==> config.mk <==
export PLATFORM = sky130hd
export DESIGN_NAME = egress_scheduler
export DESIGN_NICKNAME = d
export VERILOG_FILES = /design/src/rtl/egress_scheduler.sv
export SDC_FILE = /design/constraint.sdc
export NUM_CORES = 1
export LEC_CHECK = 0
export ABC_AREA = 0
export CORE_ASPECT_RATIO = 1.1
export CORE_MARGIN = 4
export CORE_UTILIZATION = 46
export CTS_BUF_LIST = sky130_fd_sc_hd__clkbuf_4
export CTS_CLUSTER_DIAMETER = 120
export CTS_CLUSTER_SIZE = 30
export DETAILED_ROUTE_END_ITERATION = 7
export GPL_ROUTABILITY_DRIVEN = 0
export PLACE_DENSITY_LB_ADDON = 0.08
export SLEW_MARGIN = 30
export SYNTH_ARGS = -nofsm -noshare
export SYNTH_HDL_FRONTEND = slang
export SYNTH_SLANG_ARGS = --single-unit
==> constraint.sdc <==
create_clock -name clk -period 2.4 [get_ports clk]
set_input_delay 0.24 -clock clk [delete_from_list [all_inputs] [get_ports clk]]
set_output_delay 0.24 -clock clk [all_outputs]
set_load 0.01 [all_outputs]
==> src/rtl/egress_scheduler.sv <==
// egress_scheduler: drains four output-port FIFOs (P0..P3) with a round-robin
// pop scheduler and merges their words into one stalled output stream.
// A per-port pop counter can be read back with a req/idx query.
//
// Ports:
//   clk, reset          single clock; synchronous active-high reset
//   init                one-cycle pulse: clear counters, pointer to 3
//   emptyP0..3          port FIFO empty flags
//   dataOutputP0..3     port FIFO read data, sampled at the pop edge
//   popOutP0..3         pop strobes (combinational, one-hot or zero)
//   stall               downstream backpressure
//   dataOut/validOut/srcPort   merged output word, valid flag and source port
//   req/idx             counter query strobe and index
//   counterOut/counterValid    query result, valid one cycle after req
//   state               IDLE=0, INIT=1, ACTIVE=2
module egress_scheduler #(
  parameter int unsigned DATA_W = 12,
  parameter int unsigned CNT_W  = 5
) (
  input  logic              clk,
  input  logic              reset,
  input  logic              init,
  input  logic              emptyP0,
  input  logic              emptyP1,
  input  logic              emptyP2,
  input  logic              emptyP3,
  input  logic [DATA_W-1:0] dataOutputP0,
  input  logic [DATA_W-1:0] dataOutputP1,
  input  logic [DATA_W-1:0] dataOutputP2,
  input  logic [DATA_W-1:0] dataOutputP3,
  output logic              popOutP0,
  output logic              popOutP1,
  output logic              popOutP2,
  output logic              popOutP3,
  input  logic              stall,
  output logic [DATA_W-1:0] dataOut,
  output logic              validOut,
  output logic [1:0]        srcPort,
  input  logic              req,
  input  logic [2:0]        idx,
  output logic [CNT_W-1:0]  counterOut,
  output logic              counterValid,
  output logic [1:0]        state
);

  localparam int unsigned NPORT = 4;
  localparam logic [1:0] S_IDLE   = 2'd0;
  localparam logic [1:0] S_INIT   = 2'd1;
  localparam logic [1:0] S_ACTIVE = 2'd2;

  logic [1:0]        state_q, state_d;
  logic [1:0]        ptr_q, ptr_d;
  logic [CNT_W-1:0]  cnt_q [NPORT];
  logic [CNT_W-1:0]  cnt_d [NPORT];
  logic [DATA_W-1:0] data_q, data_d;
  logic              valid_q, valid_d;
  logic [1:0]        src_q, src_d;
  logic [CNT_W-1:0]  cnt_out_q, cnt_out_d;
  logic              cnt_valid_q, cnt_valid_d;

  logic [3:0]        empty_vec;
  logic [DATA_W-1:0] port_data [NPORT];
  logic              any_ready;
  logic [1:0]        sel;
  logic [1:0]        cand;
  logic [3:0]        pop_vec;
  logic              pop_en;

  assign empty_vec    = {emptyP3, emptyP2, emptyP1, emptyP0};
  assign port_data[0] = dataOutputP0;
  assign port_data[1] = dataOutputP1;
  assign port_data[2] = dataOutputP2;
  assign port_data[3] = dataOutputP3;

  // Round-robin search: ptr+1, ptr+2, ptr+3, ptr; first non-empty port wins.
  always_comb begin
    any_ready = 1'b0;
    sel       = ptr_q;
    cand      = 2'd0;
    for (int k = 1; k <= 4; k++) begin
      cand = ptr_q + 2'(k);
      if (!any_ready && !empty_vec[cand]) begin
        any_ready = 1'b1;
        sel       = cand;
      end
    end
  end

  // FSM state register.
  always_ff @(posedge clk) begin
    if (reset) state_q <= S_IDLE;
    else       state_q <= state_d;
  end

  // FSM next state.
  always_comb begin
    state_d = state_q;
    case (state_q)
      S_IDLE:   if (init) state_d = S_INIT;
      S_INIT:   state_d = S_ACTIVE;
      S_ACTIVE: if (init) state_d = S_INIT;
      default:  state_d = S_IDLE;
    endcase
  end

  // FSM output: pop strobe. A stalled valid word blocks pops, so a pop always
  // coincides with the current word leaving (or there being none).
  always_comb begin
    pop_vec = 4'b0000;
    pop_en  = 1'b0;
    if (!reset && state_q == S_ACTIVE && !init && !stall && any_ready) begin
      pop_en       = 1'b1;
      pop_vec[sel] = 1'b1;
    end
  end

  assign popOutP0 = pop_vec[0];
  assign popOutP1 = pop_vec[1];
  assign popOutP2 = pop_vec[2];
  assign popOutP3 = pop_vec[3];

  // Datapath next values: output stage, pointer, counters, query.
  always_comb begin
    data_d  = data_q;
    valid_d = valid_q;
    src_d   = src_q;
    ptr_d   = ptr_q;
    for (int p = 0; p < NPORT; p++) cnt_d[p] = cnt_q[p];

    if (valid_q && !stall) valid_d = 1'b0;
    if (pop_en) begin
      valid_d    = 1'b1;
      data_d     = port_data[sel];
      src_d      = sel;
      ptr_d      = sel;
      cnt_d[sel] = cnt_q[sel] + CNT_W'(1);
    end

    if (state_q == S_INIT) begin
      ptr_d = 2'd3;
      for (int p = 0; p < NPORT; p++) cnt_d[p] = '0;
    end

    // Query reads the pre-increment / pre-clear counter value.
    cnt_valid_d = req;
    cnt_out_d   = '0;
    if (req && !idx[2]) cnt_out_d = cnt_q[idx[1:0]];
  end

  always_ff @(posedge clk) begin
    if (reset) begin
      ptr_q       <= 2'd3;
      data_q      <= '0;
      valid_q     <= 1'b0;
      src_q       <= 2'd0;
      cnt_out_q   <= '0;
      cnt_valid_q <= 1'b0;
      for (int p = 0; p < NPORT; p++) cnt_q[p] <= '0;
    end else begin
      ptr_q       <= ptr_d;
      data_q      <= data_d;
      valid_q     <= valid_d;
      src_q       <= src_d;
      cnt_out_q   <= cnt_out_d;
      cnt_valid_q <= cnt_valid_d;
      for (int p = 0; p < NPORT; p++) cnt_q[p] <= cnt_d[p];
    end
  end

  assign dataOut      = data_q;
  assign validOut     = valid_q;
  assign srcPort      = src_q;
  assign counterOut   = cnt_out_q;
  assign counterValid = cnt_valid_q;
  assign state        = state_q;

endmodule

==> results.toml <==
[run_status]
status = "finished, final reports clean"

[setup_path]
required_ns = 2.16
critPathLaunchType = "flip-flop"
beginning_of_the_worst_register_to_register_path = "ptr_q[1]$_SDFFE_PP1P_"
criticalPathCategory = "flip-flop to primary output"
setup.worst_path.end = "popOutP1"
crit_path_start = "state[1]$_SDFFE_PP0P_"
worst_path_maximum_fanout = 8
reg2reg_depth = 9
r2r-end = "cnt_q[1][4]$_SDFFE_PP0P_"
slack_of_the_worst_reg_to_reg_path_ns = 0.21
cp_data_arrival_time_ns = 2.03
worstSetupEndpointType = "primary output"

[synthesis]
avgSynthCellArea_um2 = 9.44
seq_area_frac_synth = 0.389
synth-seq-cells = 45
synthArstFlopShare = 0
synth.cell_area_mm2 = 0.00231
post_synth_num_cell_types = 39
synth_warnings = 0
dominantRegCellSynth = "dfxtp_1"
yosys.area.top_type = "dfxtp_1"
synth_area_leaders = "dfxtp_1, mux2i_1, nor2_1"
edff_count_synth = 0
synth_top_cell_area_share = 0.389
post_synth_inst_count = 245
synth_fp_nets = 306

[detailed_routing]
route.vias.total = 2228
drtAntennaViolNets = 0
detailedRoute.firstIterationViolations = 169
avgViaCountPerCell = 5.53
wire_per_inst_um = 15.0
detailedRoute.firstPassIterationCount = 4
drcViolationCount = 0
postRouteWirelength_mm = 6.03

[grt]
number_of_global_route_vias_before_repair = 2107
grt_start_max_net_pins = 22
global_route.usage.total = 0.211
antenna_found_initial = 0
gr-total-overflow = 0
grt_pass1_wl_mm = 9.95

[timing]
setup-violations-final = 0
relSlewSlack = 0.629
slew_viol_final = 0
fmax_mhz = 440
slew_at_the_pin_closest_to_its_max_slew_limit_ns = 0.555
setup_slack_ns = 0.127
final.period_utilization = 0.947
clock_skew_ns = 0.0219
finalWorstPathRequiredPeriod_ns = 2.27
rsz_0062_raised_after_global_routing = "false"
hold_ws_ns = 0.432
finalHoldViolCount = 0

[pwr]
vdd_ir_drop_max_mv = 0.261
power.static_leakage_nw = 1.29
power_density_mw_per_mm2 = 408

[clocking]
cts-buffers-inserted = 5
insertion_delay_ns = 0.37
clockBufferDepth = 2
ctsRootBufferMaster = "clkbuf_4"
cts_tree = "done"
cts_hold_buffers = 0
number_of_clock_sinks = 45
cts_setup_buffers = 0
cts.htree.levels = 2
cts.reportedPaths.clkPinSlew_ns = 0.15

[floorplanning]
pin_count = 87
number_of_standard_cell_rows_in_the_floorplan = 26
floorplan.die_area_mm2 = 0.00623
floorplan.initialDensity = 0.487
die_h_um = 82.4
core_mm2 = 0.00475
dieWidth_um = 75.6

[finish]
area.sequential_um2 = 903
fin_cells = 403
multi_input_comb_area_mm2 = 0.00133
area_growth_syn_to_layout_pct = 47.9
design_area_mm2 = 0.00342
filler_cell_count = 388
antenna_cells = 0
final_core_utilization = 0.720
net_count_reported_at_finish = 407
share_of_cells_above_drive_strength_1 = 0.179

[job]
max_cap_viol_count = 0

[placed_design]
placedInstanceArea_mm2 = 0.00332
dp.final_hpwl_mm = 4.55
dp_cells = 395
place_ws_ns = -0.294
i_o_buffers = 86

[hold_path]
hold_path_class = "input pin to flip-flop"
[state kept, by name (all words and copies together) (netlist names)]
name	flops
cnt_q	20
counterOut	5
counterValid	1
dataOut	12
ptr_q	2
srcPort	2
state	2
validOut	1
[metal layers]
layer,part of all wire,vias up,track usage
li1,-,1086,-
met1,0.39,1032,0.252
met2,0.50,95,0.351
met3,0.089,15,0.0666
met4,0.027,0,0.0822
met5,0,-,0
[worst max-delay path, stage by stage (launching register included)]
cell and delay (ns):
dfxtp_2 0.35, or3b_4 0.40, nor3_4 0.14, and2_4 0.19, buf_4 0.14, and3_1 0.21
clkdlybuf4s15_1 0.25
[worst min path at each step]
stage	slack, ns	cells after the start	endpoint	start
after floorplan	0.32	1	counterValid$_SDFF_PP0_	reset
after global placement	0.45	2	validOut$_SDFFE_PP0P_	validOut$_SDFFE_PP0P_
after detailed placement	0.45	2	validOut$_SDFFE_PP0P_	validOut$_SDFFE_PP0P_
after CTS	0.43	2	counterValid$_SDFF_PP0_	req
after global routing	0.41	2	counterValid$_SDFF_PP0_	req
final	0.43	2	counterValid$_SDFF_PP0_	req
[cells by family after synthesis]
| kind of cell | Yosys count | share of synthesized area |
|---|---|---|
| simple gates | 75 | 0.157 |
| compound gates | 63 | 0.173 |
| flops | 45 | 0.389 |
| mux | 42 | 0.215 |
| buf+inv | 16 | 0.0487 |
| xor+xnor | 3 | 0.0114 |
| fa+ha+maj | 1 | 0.00541 |
[stage by stage]
step,setup TNS (ns),power (mW)
floorplan,0,0.885
global placement,-2.80,1.02
detailed placement,-3.59,1.03
CTS,-0.122,1.41
global route,0,1.46
finish,0,1.40
[synth_stat cells (2+ instances only)]
cell type and n:
dfxtp_1 45, nand3_1 3, a31oi_1 2, a211oi_1 16, nor2_2 2, clkbuf_1 5, nand2_1 11, a22oi_1 3
mux2_2 9, buf_1 2, a21oi_1 26, mux4_2 5, nand2b_1 3, nor2_1 37, mux2i_1 27, buf_6 4
buf_4 3, nor3_1 2, xnor2_1 2, nor2b_1 8, o21ai_0 12
[repair_timing]
| item | in CTS | in global routing |
|---|---|---|
| pin swaps | 1 | 1 |
| resized for setup | 8 | 8 |
| endpoints found under the setup margin | 4 | 9 |
| gates cloned | 0 | 0 |
[final cells by class]
| class | instances | share of cell area |
|---|---|---|
| tap | 56 | 0.0205 |
| inverter | 1 | 0.00110 |
| timing repair buffer | 109 | 0.306 |
| clock buffer | 5 | 0.0110 |
| clock inverter | 3 | 0.00732 |
| multi-input combinational | 184 | 0.390 |
| sequential | 45 | 0.264 |
[cells in the final DEF (no fill, tap or decap), drive strengths merged, types with 2 or more instances in the layout]
master and instances:
buf 23, clkbuf 5, a21oi 26, xnor2 2, nand2b 3, inv 2, nor2b 9, clkdlybuf4s15 2
nor3 2, a211oi 16, a31oi 2, mux2i 28, nand2 11, a22oi 3, nand3 3, nor2 39
mux4 5, dfxtp 45, clkdlybuf4s50 82, o21ai 12, mux2 9, nor3b 2
[power breakdown]
part / switching [mW] / leakage, nW / total [mW] / internal, mW
clock: 0.264 / 0.0318 / 0.384 / 0.120
sequential: 0.00298 / 0.363 / 0.756 / 0.753
combinational: 0.0966 / 0.892 / 0.256 / 0.159
Power figures use the tool's default switching activity.
